**src/rtl/mips_instr_encoder.sv**
```systemverilog
// MIPS instruction encoder: packs a select code plus fields into a 32-bit word and streams it with an address.
// Optional build macro ENC_NOP_PAD_EN appends PAD_NOPS NOP words after the final instruction.
module mips_instr_encoder #(
  parameter int                ADDR_W    = 10,
  parameter logic [ADDR_W-1:0] BASE_ADDR = '0,
  parameter int                PAD_NOPS  = 2
) (
  input  logic              clk,
  input  logic              rst_n,
  input  logic              in_valid,
  output logic              in_ready,
  input  logic [5:0]        in_op,
  input  logic [4:0]        in_rs,
  input  logic [4:0]        in_rt,
  input  logic [4:0]        in_rd,
  input  logic [4:0]        in_shamt,
  input  logic [15:0]       in_imm,
  input  logic [25:0]       in_index,
  input  logic              in_last,
  output logic              out_valid,
  input  logic              out_ready,
  output logic [31:0]       out_ir,
  output logic [ADDR_W-1:0] out_addr,
  output logic              err_illegal,
  output logic              done,
  output logic [1:0]        fsm_state
);

  // Handshakes: a transfer happens on a rising edge where valid && ready are both high;
  // out_ir/out_addr never change while out_valid is high and out_ready is low.

`ifdef ENC_NOP_PAD_EN
  localparam int PAD_COUNT = PAD_NOPS;
`else
  localparam int PAD_COUNT = 0 * PAD_NOPS;
`endif
  localparam logic [15:0] PAD_LIMIT = 16'(PAD_COUNT);

  typedef enum logic [1:0] {
    RUN   = 2'd0,
    DRAIN = 2'd1,
    DONE  = 2'd2
  } state_t;

  typedef enum logic [2:0] {
    F_R     = 3'd0,
    F_SHIFT = 3'd1,
    F_JR    = 3'd2,
    F_I     = 3'd3,
    F_LUI   = 3'd4,
    F_J     = 3'd5,
    F_BAD   = 3'd6
  } fmt_t;

  state_t      state;
  fmt_t        fmt;
  logic [5:0]  code;
  logic [31:0] enc_word;
  logic        enc_illegal;
  logic        in_fire;
  logic        out_fire;
  logic [15:0] pad_cnt;

  // code is the funct field for R-type formats and the opcode for the rest
  always_comb begin
    fmt  = F_BAD;
    code = 6'h00;
    case (in_op)
      6'd0:  begin fmt = F_R;     code = 6'h20; end
      6'd1:  begin fmt = F_R;     code = 6'h21; end
      6'd2:  begin fmt = F_R;     code = 6'h22; end
      6'd3:  begin fmt = F_R;     code = 6'h23; end
      6'd4:  begin fmt = F_R;     code = 6'h24; end
      6'd5:  begin fmt = F_R;     code = 6'h25; end
      6'd6:  begin fmt = F_R;     code = 6'h26; end
      6'd7:  begin fmt = F_R;     code = 6'h27; end
      6'd8:  begin fmt = F_R;     code = 6'h2A; end
      6'd9:  begin fmt = F_R;     code = 6'h2B; end
      6'd10: begin fmt = F_SHIFT; code = 6'h00; end
      6'd11: begin fmt = F_SHIFT; code = 6'h02; end
      6'd12: begin fmt = F_SHIFT; code = 6'h03; end
      6'd13: begin fmt = F_R;     code = 6'h04; end
      6'd14: begin fmt = F_R;     code = 6'h06; end
      6'd15: begin fmt = F_R;     code = 6'h07; end
      6'd16: begin fmt = F_JR;    code = 6'h08; end
      6'd17: begin fmt = F_I;     code = 6'h08; end
      6'd18: begin fmt = F_I;     code = 6'h09; end
      6'd19: begin fmt = F_I;     code = 6'h0C; end
      6'd20: begin fmt = F_I;     code = 6'h0D; end
      6'd21: begin fmt = F_I;     code = 6'h0E; end
      6'd22: begin fmt = F_I;     code = 6'h23; end
      6'd23: begin fmt = F_I;     code = 6'h2B; end
      6'd24: begin fmt = F_I;     code = 6'h04; end
      6'd25: begin fmt = F_I;     code = 6'h05; end
      6'd26: begin fmt = F_I;     code = 6'h0A; end
      6'd27: begin fmt = F_I;     code = 6'h0B; end
      6'd28: begin fmt = F_LUI;   code = 6'h0F; end
      6'd29: begin fmt = F_J;     code = 6'h02; end
      6'd30: begin fmt = F_J;     code = 6'h03; end
      default: begin fmt = F_BAD; code = 6'h00; end
    endcase
  end

  always_comb begin
    enc_word = 32'h0;
    case (fmt)
      F_R:     enc_word = {6'h00, in_rs, in_rt, in_rd, 5'd0, code};
      F_SHIFT: enc_word = {6'h00, 5'd0, in_rt, in_rd, in_shamt, code};
      F_JR:    enc_word = {6'h00, in_rs, 15'd0, code};
      F_I:     enc_word = {code, in_rs, in_rt, in_imm};
      F_LUI:   enc_word = {code, 5'd0, in_rt, in_imm};
      F_J:     enc_word = {code, in_index};
      default: enc_word = 32'h0;
    endcase
  end

  assign enc_illegal = (fmt == F_BAD);
  assign in_ready    = (state == RUN) && (!out_valid || out_ready);
  assign in_fire     = in_valid && in_ready;
  assign out_fire    = out_valid && out_ready;
  assign fsm_state   = state;

  always_ff @(posedge clk) begin
    if (!rst_n) begin
      state       <= RUN;
      out_valid   <= 1'b0;
      out_ir      <= 32'h0;
      out_addr    <= BASE_ADDR;
      err_illegal <= 1'b0;
      done        <= 1'b0;
      pad_cnt     <= 16'h0;
    end else begin
      err_illegal <= in_fire && enc_illegal;
      if (out_fire) begin
        out_addr <= out_addr + ADDR_W'(1);
      end
      case (state)
        RUN: begin
          if (in_fire && !enc_illegal) begin
            out_valid <= 1'b1;
            out_ir    <= enc_word;
          end else if (out_fire) begin
            out_valid <= 1'b0;
          end
          if (in_fire && in_last) begin
            state   <= DRAIN;
            pad_cnt <= 16'h0;
          end
        end
        DRAIN: begin
          // NOP padding reloads behind the draining word without a bubble
          if ((pad_cnt != PAD_LIMIT) && (!out_valid || out_ready)) begin
            out_valid <= 1'b1;
            out_ir    <= 32'h0;
            pad_cnt   <= pad_cnt + 16'(1);
          end else if (out_fire) begin
            out_valid <= 1'b0;
          end else if (!out_valid) begin
            state <= DONE;
            done  <= 1'b1;
          end
        end
        DONE: begin
          done <= 1'b1;
        end
        default: begin
          state <= RUN;
        end
      endcase
    end
  end

endmodule

```
**config.mk**
```make
export PLATFORM = sky130hd
export DESIGN_NAME = mips_instr_encoder
export DESIGN_NICKNAME = d
export VERILOG_FILES = /design/src/rtl/mips_instr_encoder.sv
export SDC_FILE = /design/constraint.sdc
export NUM_CORES = 1
export LEC_CHECK = 0
export BUFFER_PORTS_ARGS = -buffer_cell sky130_fd_sc_hd__clkbuf_2
export CAP_MARGIN = 20
export CORE_MARGIN = 3
export CORE_UTILIZATION = 49
export DETAILED_ROUTE_END_ITERATION = 8
export GPL_TIMING_DRIVEN = 1
export PLACE_DENSITY = 0.8
export SLEW_MARGIN = 20
export SYNTH_ARGS = -nofsm -noshare
export SYNTH_HDL_FRONTEND = slang
export SYNTH_SLANG_ARGS = --single-unit
```
**constraint.sdc**
```tcl
create_clock -name clk -period 2.5 [get_ports clk]
set_input_delay 0 -clock clk [delete_from_list [all_inputs] [get_ports clk]]
set_output_delay 0 -clock clk [all_outputs]
set_load 0.02 [all_outputs]
```
## Yosys cells after proc, flatten, opt, wreduce, memory -nomap -nowiden

Memories as Yosys holds them, arrays and structs flattened.
Index checks and enable logic that the tools add are counted.

| storage, ports and cells | value |
|---|---|
| bits in read-only memories | 256 |
| flip-flop bits (word level) | 63 |
| output and inout bits | 48 |
| RAM bits | 0 |
| bits in latches | 0 |
| memories kept | 1 |
| input port bits | 73 |
| word-level logic and storage cells | 65 |

| operators by class | value |
|---|---|
| reduce and logical (&&, ||, !) cells | 19 |
| muxes and demuxes | 21 |
| divide/modulo/power cells | 0 |
| $mul | 0 |
| shift-type cells | 0 |
| bitwise logic cells | 1 |
| order comparisons | 0 |
| equality and inequality tests | 14 |
| add/subtract/negate cells | 2 |

Memory list:

| name | words | width | rd ports | clocked after Yosys merged registers in | wr ports | line | source |
|---|---|---|---|---|---|---|---|
| (name not given) | 32 | 8 | 1 | 0 | 0 | 68 | `case (in_op)` |

Operators with widths:

| kind | number |
|---|---|
| $pmux 32 s6 | 1 |
| $mux 32 | 2 |
| $pmux 32 s2 | 1 |
| $mux 16 | 2 |
| $pmux 16 s2 | 1 |
| $add 16x1->16 const B | 1 |
| $reduce_bool 16->1 | 1 |
| $add 10x1->10 const B | 1 |
| $eq 3x3->1 const B | 3 |
| $mux 9 | 1 |
| $mux 2 | 4 |
| $ne 2x2->1 const B | 4 |
| $logic_and 1x1->1 | 7 |
| $eq 3x2->1 const B | 2 |
| $mux 1 | 6 |
| $pmux 2 s3 | 1 |
| $reduce_and 3->1 | 2 |
| $reduce_and 5->1 | 1 |
| $ne 2x1->1 const B | 2 |
| $pmux 1 s2 | 2 |
| $reduce_and 4->1 | 1 |
| $reduce_bool 2->1 | 2 |
| $eq 3x1->1 const B | 1 |
| $logic_not 3->1 | 1 |
| 6 further kinds | 7 |

## Logic depth before layout (Yosys ltp)

| logic depth | value |
|---|---|
| depth in word-level cells | 7 |
| mapped depth | 8 |
| depth with buffers taken out | 7 |

## Worst setup path before layout

OpenSTA, ideal clock, no wires.

| timing path | value |
|---|---|
| path kind | reg2reg |
| from | reg pad_cnt[0] |
| to | reg out_ir[1] |
| library setup time | 79 ps |
| arrival time | 1,687 ps |
| period minus slack after synthesis | 1,766 ps |
| cell stages (with the launch flop) | 9 |
| path buffers | 1 |
| data required time | 2,421 ps |
| setup slack | 734 ps |
| cell sequence | dfxtp_1 inv_1 ha_1 nor4b_1 nand4_1 a221oi_2 buf_6 nand2_1 o211ai_1 |

| between the ends | value |
|---|---|
| cells in the longest elaborated chain, start to end | 4 |

Ends and longest elaborated chain:

| item | line | source |
|---|---|---|
| from (decl) | 62 | `logic [15:0] pad_cnt;` |
| from (signal assigned) | 155 | `pad_cnt <= pad_cnt + 16'(1);` |
| $reduce_bool 16->1 | 152 | `if ((pad_cnt != PAD_LIMIT) && (!out_valid \|\| out_ready)) begin` |
| $logic_and 1x1->1 | 152 |  |
| $ne 2x2->1 (no line) | n/a |  |
| $reduce_and 3->1 (no line) | n/a |  |
| to (signal assigned) | 141 | `out_ir <= enc_word;` |
| to (decl) | 22 | `output logic [31:0] out_ir,` |

No other way between the ends.
A chain may end at the register's enable or synchronous reset.

## Final worst setup path

| timing path | value |
|---|---|
| from | reg pad_cnt[0] |
| to | reg out_ir[11] |

Same word-level chain as after synthesis.

==> impl_metrics.json <==
{
  "power.total_mw": 2.13,
  "synth.distinct_cells": 51,
  "syn_area_mm2": 0.00318,
  "ios": 121,
  "finalNetCount": 619,
  "ir_drop_uv": 333,
  "clk_pin_slew_ns": 0.08,
  "yosys.area.top_type_share_pct": 39.0,
  "finalSetupViolCount": 0,
  "yosys_warnings": 0,
  "post-dp-hpwl_um": 6410,
  "synth.largest_area_cell": "dfxtp_1",
  "synth_fp_nets": 465,
  "setup-tns-final_ns": 0,
  "synthFlopType": "dfxtp_1",
  "cts_tree": "yes",
  "syn_inst": 381,
  "clock_skew_ns": 0.0139,
  "netlist_top_cells_area": "dfxtp_1 (39%), nand2_1 (6.7%), o21ai_0 (5.7%)",
  "cts_buffer_depth": 2,
  "syn_area_per_cell_um2": 8.36,
  "cts_sinks": 62,
  "rows": 28,
  "antenna_found_initial": 0,
  "io_buffers": 119,
  "path_max_fanout": 31,
  "min_path_type": "in -> reg",
  "final_antenna_net_count": 0,
  "yosysMostFrequentCell": "dfxtp_1",
  "start_util_pct": 52.2,
  "clk_latency_ns": 0.34,
  "ys_ff_latch": 62,
  "slew_viol_final": 0,
  "arrival_ns": 2.43,
  "worstPathRequired_ns": 2.75,
  "die_area_mm2": 0.00750,
  "gp_congestion": 0.843,
  "crit_type": "reg -> reg",
  "htree_levels": 3,
  "drc": 0,
  "wl_um": 9590,
  "relSlewSlack_pct": 50.4,
  "synth-seq-area-share_pct": 39.0,
  "hold_viol_final": 0,
  "nFillCells": 466,
  "tightest_slew_ns": 0.743,
  "async_reset_ff_share_pct": 0,
  "grt_max_degree": 32,
  "drt_iter0_markers": 274,
  "fin_util_pct": 71.9,
  "max_freq_mhz": 460,
  "p_leak_nw": 1.82,
  "dr.pass1.iters": 5,
  "status": "completed",
  "rsz0062_at_grt": "no",
  "first_global_vias": 3268,
  "crit_path_start_kind": "flip-flop",
  "grt_overflow": 0,
  "synth_commonest_cells": "dfxtp_1 (62), nand2_1 (57), o21ai_0 (36)",
  "grt_pass1_wl_um": 14900,
  "drt-vias-per-instance": 5.74,
  "endpoint_kind": "flip-flop",
  "die_h_um": 86.6,
  "vias": 3533,
  "coreArea_mm2": 0.00610,
  "cap_violations": 0,
  "dp_cells": 557,
  "synth_edf_count": 0,
  "timing.hold.ws_ns": 0.00374,
  "stdcell_count": 615,
  "gr-usage-all-layers_pct": 24.8,
  "fin_crit_ns": 2.17,
  "powerDensity_mw_per_mm2": 485,
  "die_width_um": 86.6,
  "cts_root_buffer": "clkbuf_8",
  "cts_made_buffers": 9,
  "final_layout_size_suffix_gt1_share_pct": 26.7,
  "final.period_utilization_pct": 87.0,
  "avgRoutedWirePerCell_um": 15.6,
  "area_growth_pct": 37.6
}
[state kept, by name (all words and copies together) (netlist names)]
signal and cells:
out_ir 31, out_addr 10, err_illegal 1, out_valid 1, pad_cnt 16, done 1
fsm_state 2
[kinds of logic after synthesis]
logic type	count (synthesis)	synth area share, %
flip-flops	62	39.0
buffers and inverters	36	5.30
AND/OR/NAND/NOR	144	23.1
multiplexers	4	1.65
AO/OA/AOI/OAI	111	23.3
adder cells (fa/ha/maj)	11	4.32
other	1	0.118
XOR/XNOR	12	3.30
[cells in the final DEF (no fill, tap or decap), types with 3 or more instances in the layout]
cell type      synthesis  routed
a211oi_1               5       5
a21oi_1               15      15
a222oi_1              11      11
a22oi_1               18      18
and2_1                 3       3
and3_1                 4       4
and4_1                 3       3
clkbuf_2               0     119
clkbuf_8               0       9
clkinv_2               0       4
dfxtp_1               62      62
dlygate4sd3_1          0      42
ha_1                  11      11
inv_1                 16      16
mux2i_1                3       3
nand2_1               57      57
nand2b_1               5       5
nand3_1                4       4
nand4_1               11      11
nor2_1                22      21
nor2b_1                4       4
nor3_1                 4       4
nor4_1                 3       3
o211ai_1               9       9
o21ai_0               36      36
o221ai_1               4       4
or3_1                  8       8
or4_1                  6       6
xnor2_1                8       8
xor2_1                 4       4
[stage by stage]
step	cell area, um^2	setup slack, ns
CTS	4380	0.153
global route	4380	0.129
floorplan	3180	0.734
finish	4380	0.325
global placement	3800	0.435
detailed placement	3800	0.332
[cell type report]
class	count	area, um^2	share of cell area, %
clock buffer	10	128	2.91
inverter	16	60.1	1.37
multi-input combinational	283	1800	41.0
antenna	1	2.50	0.0571
timing repair buffer	163	1030	23.5
tap	75	93.8	2.14
clock inverter	5	27.5	0.628
sequential	62	1240	28.3
[metal layers]
| layer | track usage [%] | vias to the layer above | share of wire (%) |
|---|---|---|---|
| li1 | - | 1709 | - |
| met1 | 29.7 | 1615 | 41 |
| met2 | 41.6 | 176 | 48 |
| met3 | 5.13 | 33 | 7.6 |
| met4 | 13.0 | 0 | 3.1 |
| met5 | 0 | - | 0 |
[where the power goes]
group	internal, mW	switching, mW
Combinational	0.166	0.206
Sequential	1.01	0.0155
Clock	0.347	0.382
Total	1.52	0.603
[timing repair]
item,in CTS,in global routing
buffers inserted,0,0
hold endpoints to repair,24,0
setup endpoints to repair,0,10
hold buffers,42,0
resized for setup,0,1
[worst paths after layout]
path	startpoint	to	slack, ns	cells after the start
worst max-delay path	pad_cnt[0]	out_ir[11]	0.33	8
worst min-delay path	in_imm[3]	out_ir[3]	0.004	3
worst max register to register	pad_cnt[0]	out_ir[11]	0.33	8
worst min register to register	out_ir[0]	out_ir[0]	0.44	2
[worst max-delay path, stage by stage, from the launching register on]
cell,delay (ns)
dfxtp_1,0.35
inv_1,0.07
ha_1,0.15
nor4b_1,0.37
nand4_1,0.27
a221oi_4,0.31
buf_4,0.36
nand2_1,0.11
o21ai_0,0.10
Note: power is estimated with default switching activity, not from simulation.
